[src/rtl/rv_run_ctrl_pkg.sv]
// Shared encodings for the RISC-V run controller: host commands, FSM states,
// halt causes, the default ebreak encoding and the command-legality table.
package rv_run_ctrl_pkg;

    typedef enum logic [2:0] {
        CMD_NOP    = 3'd0,
        CMD_LOAD   = 3'd1,
        CMD_START  = 3'd2,
        CMD_HALT   = 3'd3,
        CMD_STEP   = 3'd4,
        CMD_RESUME = 3'd5,
        CMD_ABORT  = 3'd6,
        CMD_RSVD   = 3'd7
    } cmd_e;

    typedef enum logic [2:0] {
        ST_IDLE      = 3'd0,
        ST_RST_PULSE = 3'd1,
        ST_RUN       = 3'd2,
        ST_STEP      = 3'd3,
        ST_HALT      = 3'd4
    } state_e;

    typedef enum logic [1:0] {
        CAUSE_NONE    = 2'd0,
        CAUSE_HOST    = 2'd1,
        CAUSE_EBREAK  = 2'd2,
        CAUSE_TIMEOUT = 2'd3
    } cause_e;

    localparam logic [31:0] EBREAK_INSN_DEFAULT = 32'h0010_0073;

    // Which commands a given state will act on; anything else raises cmd_err.
    function automatic logic cmd_legal(input state_e st, input cmd_e cmd);
        logic ok;
        ok = 1'b0;
        unique case (st)
            ST_IDLE: ok = cmd inside {CMD_NOP, CMD_LOAD, CMD_START, CMD_ABORT};
            ST_RUN:  ok = cmd inside {CMD_NOP, CMD_HALT, CMD_ABORT};
            ST_HALT: ok = cmd inside {CMD_NOP, CMD_LOAD, CMD_START, CMD_STEP,
                                      CMD_RESUME, CMD_ABORT};
            default: ok = (cmd == CMD_NOP);
        endcase
        return ok;
    endfunction

endpackage

[src/rtl/run_cycle_counter.sv]
// 32-bit committed-cycle counter: synchronous clear, count enable, saturates
// at all-ones.
module run_cycle_counter (
    input  logic        clk,
    input  logic        rst,
    input  logic        clr,
    input  logic        en,
    output logic [31:0] count
);

    // NOTE: state registers use non-blocking assignments inside a single
    // always_ff with the asynchronous active-low reset in its sensitivity list.
    always_ff @(posedge clk or negedge rst) begin
        if (!rst) begin
            count <= '0;
        end else if (clr) begin
            count <= '0;
        end else if (en && (count != 32'hFFFF_FFFF)) begin
            count <= count + 32'd1;
        end
    end

endmodule

[src/rtl/rv_run_ctrl.sv]
// Run controller for the single-cycle RISC-V core: imem loading, core reset
// sequencing and execution gating. Define RV_RUN_CTRL_WATCHDOG_EN for the timeout.
module rv_run_ctrl
    import rv_run_ctrl_pkg::*;
#(
    parameter int unsigned IMEM_AW     = 8,
    parameter logic [31:0] EBREAK_INSN = EBREAK_INSN_DEFAULT,
    parameter int unsigned MAX_CYCLES  = 1024
) (
    input  logic               clk,
    input  logic               rst,
    input  logic               host_cmd_valid,
    output logic               host_cmd_ready,
    input  logic [2:0]         host_cmd,
    input  logic [IMEM_AW-1:0] host_addr,
    input  logic [31:0]        host_wdata,
    output logic               cmd_err,
    output logic               imem_we,
    output logic [IMEM_AW-1:0] imem_waddr,
    output logic [31:0]        imem_wdata,
    output logic               core_rst_n,
    output logic               core_en,
    input  logic [31:0]        core_instr,
    output logic [2:0]         state,
    output logic [1:0]         halt_cause,
    output logic [31:0]        cycle_cnt
);

    state_e st;
    cause_e cause;
    cmd_e   cmd;
    logic   accept;
    logic   do_cmd;
    logic   is_ebreak;
    logic   wd_hit;

    assign cmd       = cmd_e'(host_cmd);
    assign accept    = host_cmd_valid && host_cmd_ready;
    assign do_cmd    = accept && cmd_legal(st, cmd);
    assign is_ebreak = (core_instr == EBREAK_INSN);

`ifdef RV_RUN_CTRL_WATCHDOG_EN
    assign wd_hit = (st == ST_RUN) && (cycle_cnt == 32'(MAX_CYCLES));
`else
    assign wd_hit = 1'b0;
`endif

    assign host_cmd_ready = !(st inside {ST_RST_PULSE, ST_STEP});
    assign core_rst_n     = !(st inside {ST_IDLE, ST_RST_PULSE});
    assign state          = st;
    assign halt_cause     = cause;

    // core_en must be combinational so an ebreak is blocked in the very cycle
    // it is fetched, leaving the PC parked on it.
    // NOTE: every always_comb output gets a default first so no latch is inferred.
    always_comb begin
        core_en = 1'b0;
        unique case (st)
            ST_RUN:  core_en = !is_ebreak && !wd_hit;
            ST_STEP: core_en = !is_ebreak;
            default: core_en = 1'b0;
        endcase
    end

    always_ff @(posedge clk or negedge rst) begin
        if (!rst) begin
            st         <= ST_IDLE;
            cause      <= CAUSE_NONE;
            cmd_err    <= 1'b0;
            imem_we    <= 1'b0;
            imem_waddr <= '0;
            imem_wdata <= '0;
        end else begin
            cmd_err <= accept && !cmd_legal(st, cmd);
            imem_we <= do_cmd && (cmd == CMD_LOAD);
            if (do_cmd && (cmd == CMD_LOAD)) begin
                imem_waddr <= host_addr;
                imem_wdata <= host_wdata;
            end

            unique case (st)
                ST_IDLE: begin
                    if (do_cmd && (cmd == CMD_START)) begin
                        st    <= ST_RST_PULSE;
                        cause <= CAUSE_NONE;
                    end
                end
                ST_RST_PULSE: st <= ST_RUN;
                ST_RUN: begin
                    // ABORT wins; automatic halts outrank a host HALT.
                    if (do_cmd && (cmd == CMD_ABORT)) begin
                        st    <= ST_IDLE;
                        cause <= CAUSE_NONE;
                    end else if (is_ebreak) begin
                        st    <= ST_HALT;
                        cause <= CAUSE_EBREAK;
                    end else if (wd_hit) begin
                        st    <= ST_HALT;
                        cause <= CAUSE_TIMEOUT;
                    end else if (do_cmd && (cmd == CMD_HALT)) begin
                        st    <= ST_HALT;
                        cause <= CAUSE_HOST;
                    end
                end
                ST_STEP: begin
                    st    <= ST_HALT;
                    cause <= is_ebreak ? CAUSE_EBREAK : CAUSE_HOST;
                end
                ST_HALT: begin
                    if (do_cmd) begin
                        unique case (cmd)
                            CMD_START: begin
                                st    <= ST_RST_PULSE;
                                cause <= CAUSE_NONE;
                            end
                            CMD_ABORT: begin
                                st    <= ST_IDLE;
                                cause <= CAUSE_NONE;
                            end
                            CMD_STEP: begin
                                if (!(cause inside {CAUSE_EBREAK, CAUSE_TIMEOUT})) st <= ST_STEP;
                            end
                            CMD_RESUME: begin
                                if (!(cause inside {CAUSE_EBREAK, CAUSE_TIMEOUT})) begin
                                    st    <= ST_RUN;
                                    cause <= CAUSE_NONE;
                                end
                            end
                            default: ;
                        endcase
                    end
                end
                default: st <= ST_IDLE;
            endcase
        end
    end

    run_cycle_counter u_cycle_counter (
        .clk   (clk),
        .rst   (rst),
        .clr   (do_cmd && (cmd == CMD_START)),
        .en    (core_en),
        .count (cycle_cnt)
    );

endmodule
[config.mk]
export PLATFORM = sky130hd
export DESIGN_NAME = rv_run_ctrl
export DESIGN_NICKNAME = d
export VERILOG_FILES = /design/src/rtl/rv_run_ctrl_pkg.sv /design/src/rtl/run_cycle_counter.sv /design/src/rtl/rv_run_ctrl.sv
export SDC_FILE = /design/constraint.sdc
export NUM_CORES = 1
export LEC_CHECK = 0
export ABC_CLOCK_PERIOD_IN_PS = 2800
export BUFFER_PORTS_ARGS = -buffer_cell sky130_fd_sc_hd__buf_2
export CAP_MARGIN = 30
export CORE_AREA = 2 2 94 96
export DETAILED_ROUTE_END_ITERATION = 6
export DIE_AREA = 0 0 96 98
export GPL_ROUTABILITY_DRIVEN = 0
export PLACE_DENSITY = 0.78
export SYNTH_ARGS = -nofsm -noshare
export SYNTH_HDL_FRONTEND = slang
export SYNTH_SLANG_ARGS = --single-unit
[constraint.sdc]
create_clock -name clk -period 2.8 [get_ports clk]
set_input_delay 0.7 -clock clk [delete_from_list [all_inputs] [get_ports clk]]
set_output_delay 0.7 -clock clk [all_outputs]
set_load 0.02 [all_outputs]
==> results.cfg <==
[cells_and_area]
n_fill_cell = 707
drive_above_1_share = 0.465
fin_nets = 610
finish.instance_area_um2 = 5180
antenna_cells = 0
syn_to_final_growth_pct = 32.3

[setup_path]
end_kind = output port
start_kind = input pin
cp_data_required_time_ns = 2.10
crit_type = in2out
reg2reg_setup_slack_ns = 0.27
crit_fanout = 3
arrival_ns = 1.95

[timing]
fin_worst_skew_ns = 0.00743
relSlewSlack = 0.502
finalCritPeriodShare = 0.945
fmax_mhz = 378
setup_viol = 0
whs_ns = 0.321
rsz0062_at_grt = false
slew_violations = 0
setup_tns_ns = 0
min_period_ns = 2.65
worst_pin_slew_ns = 0.741
hold_viol_final = 0

[synthesis]
syn_area_per_cell_um2 = 10.8
ys_ff_latch = 79
synth-main-ff-cell = dfrtp_1
synth_nets = 443
synth_cell_types = 46
synth_area_um2 = 3920
ys_seq_area_frac = 0.504
yosysWarnings = 0
async_flop_share = 1.00
synth-edff-count = 0
syn_inst = 364

[cts]
htreeDepth = 3
clockBufferDepth = 2
clockRootBuffer = clkbuf_8
clk_pin_slew_ns = 0.08
clock-sinks = 79
numCtsBuffers = 9
clock_latency_ns = 0.35
cts_tree = built

[placement]
io_buffers = 159
dpl.hpwl_um = 7680
dpl_cell_area_um2 = 4920

[routing]
drc = 0
num_vias = 3502
totalWireLength_um = 10200
wl_per_cell_um = 15.9
drt_pass1_iterations = 4
via_per_inst = 5.44
ant_nets = 0
drtIter0Drc = 102

[power]
switchingPower_uw = 1670
p_int_uw = 2660
pwr-share-clk = 0.223
combPwrFrac = 0.383
seqPwrFrac = 0.394
power_density_nw_per_um2 = 836
ir_drop_uv = 555
leakagePower_uw = 0.00259
swShare = 0.386

[die]
dieArea_um2 = 9410
initial_core_util = 0.463
die_x_um = 96
die_y_um = 98
num_io_pins = 160
rows = 34
coreArea_um2 = 8470

[run_status]
outcome = completed

[global_routing]
grt_usage = 0.223
grt_pass1_wl_um = 16500
grt_overflow = 0
grt_start_max_net_pins = 42
antenna_found_initial = 0
grt_pass1_vias = 3453

[min_path]
min_path_type = in2async

[run]
max_cap_viol_count = 0
final timing paths:
check,cells past startpoint,endpoint,start
setup / recovery,7,core_en,core_instr[17]
min in group clk,1,imem_wdata[20]$_DFFE_PN0P_,imem_wdata[20]$_DFFE_PN0P_
max in group asynchronous,2,imem_wdata[25]$_DFFE_PN0P_,rst
setup reg to reg,6,state[2]$_DFFE_PN0P_,state[0]$_DFFE_PN0P_
hold / removal,1,u_cycle_counter.count[26]$_DFFE_PN0P_,rst
hold reg to reg,1,imem_wdata[20]$_DFFE_PN0P_,imem_wdata[20]$_DFFE_PN0P_
cells in the mapped netlist (2+ instances only):
cell | n | share of area
dfrtp_1 | 79 | 0.50
mux2_2 | 42 | 0.12
nor2_1 | 32 | 0.031
nand2_1 | 31 | 0.030
nand4_1 | 17 | 0.027
xnor2_1 | 14 | 0.031
nor4_1 | 13 | 0.021
nand3_1 | 12 | 0.015
clkbuf_1 | 11 | 0.011
mux2i_1 | 11 | 0.028
nand2b_1 | 11 | 0.018
inv_1 | 9 | 0.0086
o21ai_0 | 9 | 0.011
a21oi_1 | 8 | 0.010
buf_2 | 6 | 0.0077
or3_1 | 6 | 0.0096
nor2b_1 | 5 | 0.0080
nor3_1 | 5 | 0.0064
and3_1 | 4 | 0.0064
nor4b_1 | 3 | 0.0067
o211ai_1 | 3 | 0.0057
a22o_1 | 2 | 0.0045
a31o_2 | 2 | 0.0045
a41oi_1 | 2 | 0.0045
and4_1 | 2 | 0.0045
nor4b_4 | 2 | 0.012
nor4bb_1 | 2 | 0.0051
or2_2 | 2 | 0.0032
or4_1 | 2 | 0.0038
layout by cell type, fill, tap and decap left out, types with 3 or more instances in the layout:
cell type / count
nor2_1: 32
clkbuf_8: 9
o211ai_1: 3
nand2_1: 31
xnor2_1: 14
or3_1: 6
dfrtp_1: 79
inv_1: 9
nand2b_1: 11
mux2_2: 42
a21oi_1: 8
buf_2: 158
and3_1: 3
nor3_1: 5
nor4_2: 5
buf_4: 13
nor4_1: 9
o21ai_0: 9
nor2b_1: 5
mux2i_1: 11
nand3_1: 12
nand4_1: 17
critical path, cell delays in order:
cell and delay, ns:
buf_2 0.11, nor4b_2 0.33, nand4_1 0.23, o21ai_0 0.24
buf_4 0.16, inv_1 0.03, buf_2 0.14
flip-flops by register name (all words and copies together) (netlist names):
signal and count:
imem_we 1, halt_cause 2, u_cycle_counter.count 32, cmd_err 1
imem_wdata 32, imem_waddr 8, state 3
area by class of cell:
type | instances | area, um2 | share of cell area
clock buffer | 9 | 124 | 0.0239
clock inverter | 7 | 104 | 0.0200
inverter | 9 | 33.8 | 0.00652
multi-input combinational | 259 | 1880 | 0.363
sequential | 79 | 1980 | 0.381
tap | 108 | 135 | 0.0261
timing repair buffer | 173 | 928 | 0.179
per-stage QoR:
| stage | setup slack [ns] | util | cells | power (uW) |
|---|---|---|---|---|
| after floorplan | 0.157 | - | 364 | 2730 |
| after global placement | 0.125 | 0.581 | 628 | 3330 |
| after detailed placement | -0.0245 | 0.581 | 628 | 3390 |
| after CTS | 0.0821 | 0.608 | 644 | 4370 |
| after global routing | 0.00632 | 0.612 | 644 | 4580 |
| final | 0.153 | 0.612 | 644 | 4330 |
power groups by stage:
stage                     registers, uW  logic [uW]  clock network (uW)
after floorplan                    2110         617                   0
after global placement             1700        1630                   0
after detailed placement           1720        1670                   0
after CTS                          1710        1670                 993
after global routing               1760        1780                1040
final                              1710        1660                 969
what timing repair did:
action / 4_1_cts / 5_1_grt
hold buffers: 0 / 0
endpoints found under the setup margin: 0 / 1
resized for setup: 0 / 6
setup buffers: 0 / 0
cells by family after synthesis:
group	count (synthesis)	synth area share
fa+ha+maj	1	0.00319
flops	79	0.504
simple gates	155	0.220
mux	53	0.149
buf+inv	26	0.0268
xor+xnor	14	0.0313
compound gates	36	0.0654
metal layers:
| metal | track usage | part of all wire |
|---|---|---|
| met3 | 0.0525 | 0.074 |
| met4 | 0.0725 | 0.012 |
| met1 | 0.276 | 0.39 |
| met2 | 0.381 | 0.52 |
| met5 | 0 | 0 |
(Power assumes the default switching activity.)
